[src/rtl/sample_i2s_output.sv]
// sample_i2s_output
// Buffers mono 16-bit samples in a small FIFO and serializes them to an
// external DAC as Philips-format I2S. The sample goes out on both the left
// and the right channel. This block is the master for BCLK and LRCLK.
// Optional build macro: I2S_STATUS_COUNT_EN adds saturating 16-bit overrun
// and underrun event counters (o_OverrunCount, o_UnderrunCount).
module sample_i2s_output #(
    parameter int FIFO_DEPTH = 8,
    parameter int BCLK_DIV   = 4
) (
    input  logic                          i_Clock,
    input  logic                          i_Reset,
    input  logic                          i_SampleReady,
    input  logic [15:0]                   i_Sample,
    input  logic                          i_ClearStatus,
    output logic                          o_I2S_BCLK,
    output logic                          o_I2S_LRCLK,
    output logic                          o_I2S_SDATA,
    output logic [$clog2(FIFO_DEPTH):0]   o_FifoLevel,
    output logic                          o_Overrun,
    output logic                          o_Underrun
`ifdef I2S_STATUS_COUNT_EN
    ,
    output logic [15:0]                   o_OverrunCount,
    output logic [15:0]                   o_UnderrunCount
`endif
);

    localparam int AW = $clog2(FIFO_DEPTH);
    localparam int LW = AW + 1;
    localparam int DW = (BCLK_DIV <= 1) ? 1 : $clog2(BCLK_DIV);

    logic [DW-1:0]  r_Div;
    logic           r_Bclk;
    logic [4:0]     r_Slot;
    logic           r_Lrclk;
    logic           r_Sdata;
    logic [31:0]    r_Word;
    logic [15:0]    r_Mem [FIFO_DEPTH];
    logic [AW-1:0]  r_WrPtr;
    logic [AW-1:0]  r_RdPtr;
    logic [LW-1:0]  r_Level;
    logic           r_Overrun;
    logic           r_Underrun;

    logic           w_DivTc;
    logic           w_Fall;
    logic [4:0]     w_SlotNext;
    logic [4:0]     w_BitIdx;
    logic           w_Load;
    logic           w_Empty;
    logic           w_Full;
    logic           w_Pop;
    logic           w_Push;
    logic           w_Drop;
    logic           w_Under;

    assign w_DivTc    = (r_Div == DW'(BCLK_DIV - 1));
    assign w_Fall     = w_DivTc & r_Bclk;
    assign w_SlotNext = r_Slot + 5'd1;
    // One-BCLK I2S delay: entering slot s shows word bit (32 - s) mod 32,
    // so slot 0 still carries bit 0 of the outgoing right word.
    assign w_BitIdx   = 5'd0 - w_SlotNext;
    assign w_Load     = w_Fall & (w_SlotNext == 5'd0);

    assign w_Empty    = (r_Level == '0);
    assign w_Full     = (r_Level == LW'(FIFO_DEPTH));
    // Pop only sees entries present before this cycle: no push-to-pop bypass.
    assign w_Pop      = w_Load & ~w_Empty;
    assign w_Push     = i_SampleReady & (~w_Full | w_Pop);
    assign w_Drop     = i_SampleReady & w_Full & ~w_Pop;
    assign w_Under    = w_Load & w_Empty;

    // Bit-clock divider: toggle BCLK each time the divider wraps.
    always_ff @(posedge i_Clock) begin
        if (i_Reset) begin
            r_Div  <= '0;
            r_Bclk <= 1'b0;
        end else if (w_DivTc) begin
            r_Div  <= '0;
            r_Bclk <= ~r_Bclk;
        end else begin
            r_Div  <= r_Div + 1'b1;
        end
    end

    // Serial state: slot, word select, data bit and frame word on BCLK falls.
    always_ff @(posedge i_Clock) begin
        if (i_Reset) begin
            r_Slot  <= 5'd31;
            r_Lrclk <= 1'b0;
            r_Sdata <= 1'b0;
            r_Word  <= '0;
        end else if (w_Fall) begin
            r_Slot  <= w_SlotNext;
            r_Lrclk <= w_SlotNext[4];
            r_Sdata <= r_Word[w_BitIdx];
            if (w_Load)
                r_Word <= w_Pop ? {r_Mem[r_RdPtr], r_Mem[r_RdPtr]} : 32'd0;
        end
    end

    // FIFO storage; contents need no reset since the pointers are cleared.
    always_ff @(posedge i_Clock) begin
        if (w_Push)
            r_Mem[r_WrPtr] <= i_Sample;
    end

    // FIFO pointers and exact occupancy.
    always_ff @(posedge i_Clock) begin
        if (i_Reset) begin
            r_WrPtr <= '0;
            r_RdPtr <= '0;
            r_Level <= '0;
        end else begin
            if (w_Push)
                r_WrPtr <= r_WrPtr + 1'b1;
            if (w_Pop)
                r_RdPtr <= r_RdPtr + 1'b1;
            case ({w_Push, w_Pop})
                2'b10:   r_Level <= r_Level + 1'b1;
                2'b01:   r_Level <= r_Level - 1'b1;
                default: r_Level <= r_Level;
            endcase
        end
    end

    // Sticky status flags; a set event beats a coincident clear.
    always_ff @(posedge i_Clock) begin
        if (i_Reset) begin
            r_Overrun  <= 1'b0;
            r_Underrun <= 1'b0;
        end else begin
            r_Overrun  <= w_Drop  | (r_Overrun  & ~i_ClearStatus);
            r_Underrun <= w_Under | (r_Underrun & ~i_ClearStatus);
        end
    end

`ifdef I2S_STATUS_COUNT_EN
    logic [15:0] r_OverrunCount;
    logic [15:0] r_UnderrunCount;

    // Saturating event counters; an event coincident with clear counts as one.
    always_ff @(posedge i_Clock) begin
        if (i_Reset) begin
            r_OverrunCount  <= '0;
            r_UnderrunCount <= '0;
        end else if (i_ClearStatus) begin
            r_OverrunCount  <= {15'd0, w_Drop};
            r_UnderrunCount <= {15'd0, w_Under};
        end else begin
            if (w_Drop && (r_OverrunCount != 16'hFFFF))
                r_OverrunCount <= r_OverrunCount + 16'd1;
            if (w_Under && (r_UnderrunCount != 16'hFFFF))
                r_UnderrunCount <= r_UnderrunCount + 16'd1;
        end
    end

    assign o_OverrunCount  = r_OverrunCount;
    assign o_UnderrunCount = r_UnderrunCount;
`endif

    assign o_I2S_BCLK  = r_Bclk;
    assign o_I2S_LRCLK = r_Lrclk;
    assign o_I2S_SDATA = r_Sdata;
    assign o_FifoLevel = r_Level;
    assign o_Overrun   = r_Overrun;
    assign o_Underrun  = r_Underrun;

endmodule
[config.mk]
export PLATFORM = sky130hd
export DESIGN_NAME = sample_i2s_output
export DESIGN_NICKNAME = d
export VERILOG_FILES = /design/src/rtl/sample_i2s_output.sv
export SDC_FILE = /design/constraint.sdc
export NUM_CORES = 1
export LEC_CHECK = 0
export ABC_AREA = 1
export CAP_MARGIN = 0
export CORE_MARGIN = 2
export CORE_UTILIZATION = 54
export DETAILED_ROUTE_END_ITERATION = 6
export MAX_ROUTING_LAYER = met4
export PLACE_DENSITY = 0.74
export SLEW_MARGIN = 40
export SYNTH_ARGS = -nofsm -noshare
export SYNTH_HDL_FRONTEND = slang
export SYNTH_SLANG_ARGS = --single-unit
[constraint.sdc]
create_clock -name i_Clock -period 2.55 [get_ports i_Clock]
set_input_delay 0.51 -clock i_Clock [delete_from_list [all_inputs] [get_ports i_Clock]]
set_output_delay 0.51 -clock i_Clock [all_outputs]
set_load 0.02 [all_outputs]
==> flow_summary_export.csv <==
group,metric,value,unit
power_and_ir_drop,p_switching,1.23,mW
setup_path,cp_num_buf_inv,6,
timing,fmax,429,MHz
setup_path,cp_slowest_stage_delay,0.41,ns
yosys,synth_largest_area_cell,"edfxtp_1",
setup_path,critPathCaptureType,"register",
die,dieWidth,116,um
die,io_pins,29,
detailed_routing,ant_nets,0,
setup_path,crit_path_cell_trace,"ha_4, inv_1, nand2_1, nand3_2, nor2_2, inv_2, nor2_8, inv_4, a21oi_4, inv_1, nor2_1, inv_2, nor2_1, buf_12",
die,rows,41,
detailed_routing,drc,0,
detailed_routing,drt-met1-wl,6100,um
timing,setup_viol,0,
setup_path,worstPathRequired,2.69,ns
layout,drive_gt1_share,10.9,%
place,numPortBuffers,28,
power_and_ir_drop,comb_power_share,4.6,%
clocking,clk_path_buf_depth,2,
timing,finalHoldViolCount,0,
yosys,synth_most_common_cell,"nand2_1",
timing,worst_pin_slew,0.748,ns
run_status,outcome,"finished clean",
power_and_ir_drop,power_leakage,2.90,nW
yosys,netlist_area,6810,um^2
power_and_ir_drop,ir_drop,0.000817,V
timing,fin_skew,0.00841,ns
layout,syn_to_final_growth,17.4,%
global_routing,grt_pass1_wl,22700,um
yosys,syn_inst,597,
power_and_ir_drop,p_per_area,713,nW/um^2
timing,max_slew_margin,50.1,%
clocking,h-tree-depth,4,
yosys,synthArstFlopShare,0,%
detailed_routing,dr_total_vias,4616,
clocking,cts.clk_slew.worst_paths,0.06,ns
job,maxCapViolCount,0,
timing,hold_ws,0.441,ns
detailed_routing,wire_per_inst,17.5,um
clocking,clk_latency,0.43,ns
detailed_routing,via_per_inst,5.65,
detailed_routing,wl_met3,784,um
global_routing,grt_pass1_vias,4560,
setup_path,path_delay_family,"simple AND/OR/NAND/NOR gates",
yosys,syn_nets,623,
die,start_util,54.6,%
detailed_routing,drtPass1Iterations,5,
place,place.gp.congestion,0.847,
yosys,yosys-top-cells-area,"edfxtp_1 (56%), dfxtp_1 (12%), nand2_1 (8.3%), a21oi_1 (5.7%), a32o_1 (2.4%)",
die,die_y,116,um
clocking,cts_tree,"yes",
yosys,synth_edf_count,128,
global_routing,grt.overflow.total,0,
yosys,syn_area_per_cell,11.4,um^2
power_and_ir_drop,sequentialPowerShare,53.5,%
timing,slew_violations,0,
layout,fin_util,64.2,%
clocking,ctsHoldBuffers,0,
setup_path,critPathKind,"reg -> reg",
yosys,yosysTopAreaCellShare,56.4,%
die,die_area,13500,um^2
setup_path,slowest_stage,"dfxtp_2",
setup_path,start_kind,"register",
yosys,synth_cell_types,37,
global_routing,antenna_found_initial,0,
setup_path,arrival,2.47,ns
clocking,cts.sinks,169,
detailed_routing,wl,14300,um
detailed_routing,drt_iter0_markers,345,
layout,nets,658,
global_routing,grt_max_degree,50,
yosys,ys_warn_count,0,
timing,period_share,91.5,%
power_and_ir_drop,p_int,4.47,mW
yosys,synth_seq_cells,169,
yosys,seq_area_frac_synth,68.5,%
power_and_ir_drop,p_total,5.70,mW
detailed_routing,topRoutingLayerUsed,"met4",
die,core_area,12500,um^2
layout,antennaDiodeCount,0,
global_routing,grt_usage,23.7,%
clocking,root_buffer,"clkbuf_16",
timing,period_minus_slack,2.33,ns
clocking,cts-buffers-inserted,17,
detailed_routing,dr_wl_met2,7230,um
power_and_ir_drop,switching_share,21.5,%
worst_hold_path,hp-class,"reg -> reg",
yosys,synth-main-ff-cell,"edfxtp_1",
yosys,yosys-top-cells-count,"nand2_1 (150), edfxtp_1 (128), a21oi_1 (77)",
place,hpwl,9430,um
setup_path,cp_max_fo,16,
power_and_ir_drop,clock_power_share,41.9,%
path summary, 6_finish.rpt:
check	slack (ns)	startpoint	to	depth (start not counted)
setup / recovery	0.22	r_Slot[0]	r_Mem[7][13]	14
hold / removal	0.44	r_Div[0]	r_Div[0]	1
setup reg to reg	0.22	r_Slot[0]	r_Mem[7][13]	14
hold reg to reg	0.44	r_Div[0]	r_Div[0]	1
through the flow:
stage	instance area (um^2)	setup TNS, ns	std cells	worst slack [ns]
finish	8000	0	817	0.218
global placement	7430	0	785	0.170
CTS	7980	0	817	0.0399
global route	8000	-0.0190	817	-0.00335
floorplan	6820	-12.49	597	-0.195
detailed placement	7430	0	785	0.0423
flip-flops by register name, summed over array words and instances (netlist names), named ones only:
| register | flops |
|---|---|
| r_Slot | 5 |
| o_FifoLevel | 4 |
| r_Word | 16 |
| o_Overrun | 1 |
| o_I2S_LRCLK | 1 |
| o_I2S_BCLK | 1 |
| r_RdPtr | 3 |
| r_Mem | 128 |
| r_Div | 2 |
| o_Underrun | 1 |
| o_I2S_SDATA | 1 |
| r_WrPtr | 3 |
final cells by class:
cell class                 instances  area [um^2]
fill                             937         4470
tap                              172          215
multi-input combinational        362         1910
inverter                          37          141
sequential                       169         4670
timing repair buffer              45          512
clock buffer                      18          429
clock inverter                    14          123
routing by layer:
layer | global-route usage, % | up-vias
met4 | 8.57 | 0
met2 | 38.8 | 129
li1 | - | 2228
met5 | - | -
met3 | 6.59 | 14
met1 | 28.2 | 2245
layout by cell type (no fill, tap or decap), types with 7 or more instances in the layout:
master / instances
nand3_1: 11
nor2_1: 18
buf_12: 8
inv_1: 31
nand2_1: 150
o21ai_0: 21
a32oi_1: 16
clkdlybuf4s50_1: 28
nand4_1: 7
buf_4: 8
clkbuf_16: 17
edfxtp_1: 128
a32o_1: 16
dfxtp_1: 37
a21oi_1: 77
power by group through the flow:
| stage | Clock, mW | Sequential, mW | Combinational (mW) |
|---|---|---|---|
| final | 2.39 | 3.05 | 0.263 |
| after global routing | 2.56 | 3.05 | 0.288 |
| after CTS | 2.43 | 3.05 | 0.262 |
| after detailed placement | 0 | 3.11 | 0.260 |
| after global placement | 0 | 3.11 | 0.251 |
| after floorplan | 0 | 3.11 | 0.125 |
cells by family (layout without fill, tap and decap cells):
kind of cell | after synthesis | in the layout | share of synthesized area (%)
XOR/XNOR | 1 | 1 | 0.129
adder cells (fa/ha/maj) | 6 | 6 | 1.10
flip-flops | 169 | 169 | 68.5
AND/OR/NAND/NOR | 203 | 203 | 12.4
AO/OA/AOI/OAI | 152 | 152 | 14.0
buffers and inverters | 66 | 114 | 3.86
repair_timing:
action                     4_1_cts  5_1_grt
setup endpoints to repair        0      129
buffers inserted                 0        0
gates resized for setup          0        6
Power figures use the tool's default switching activity.
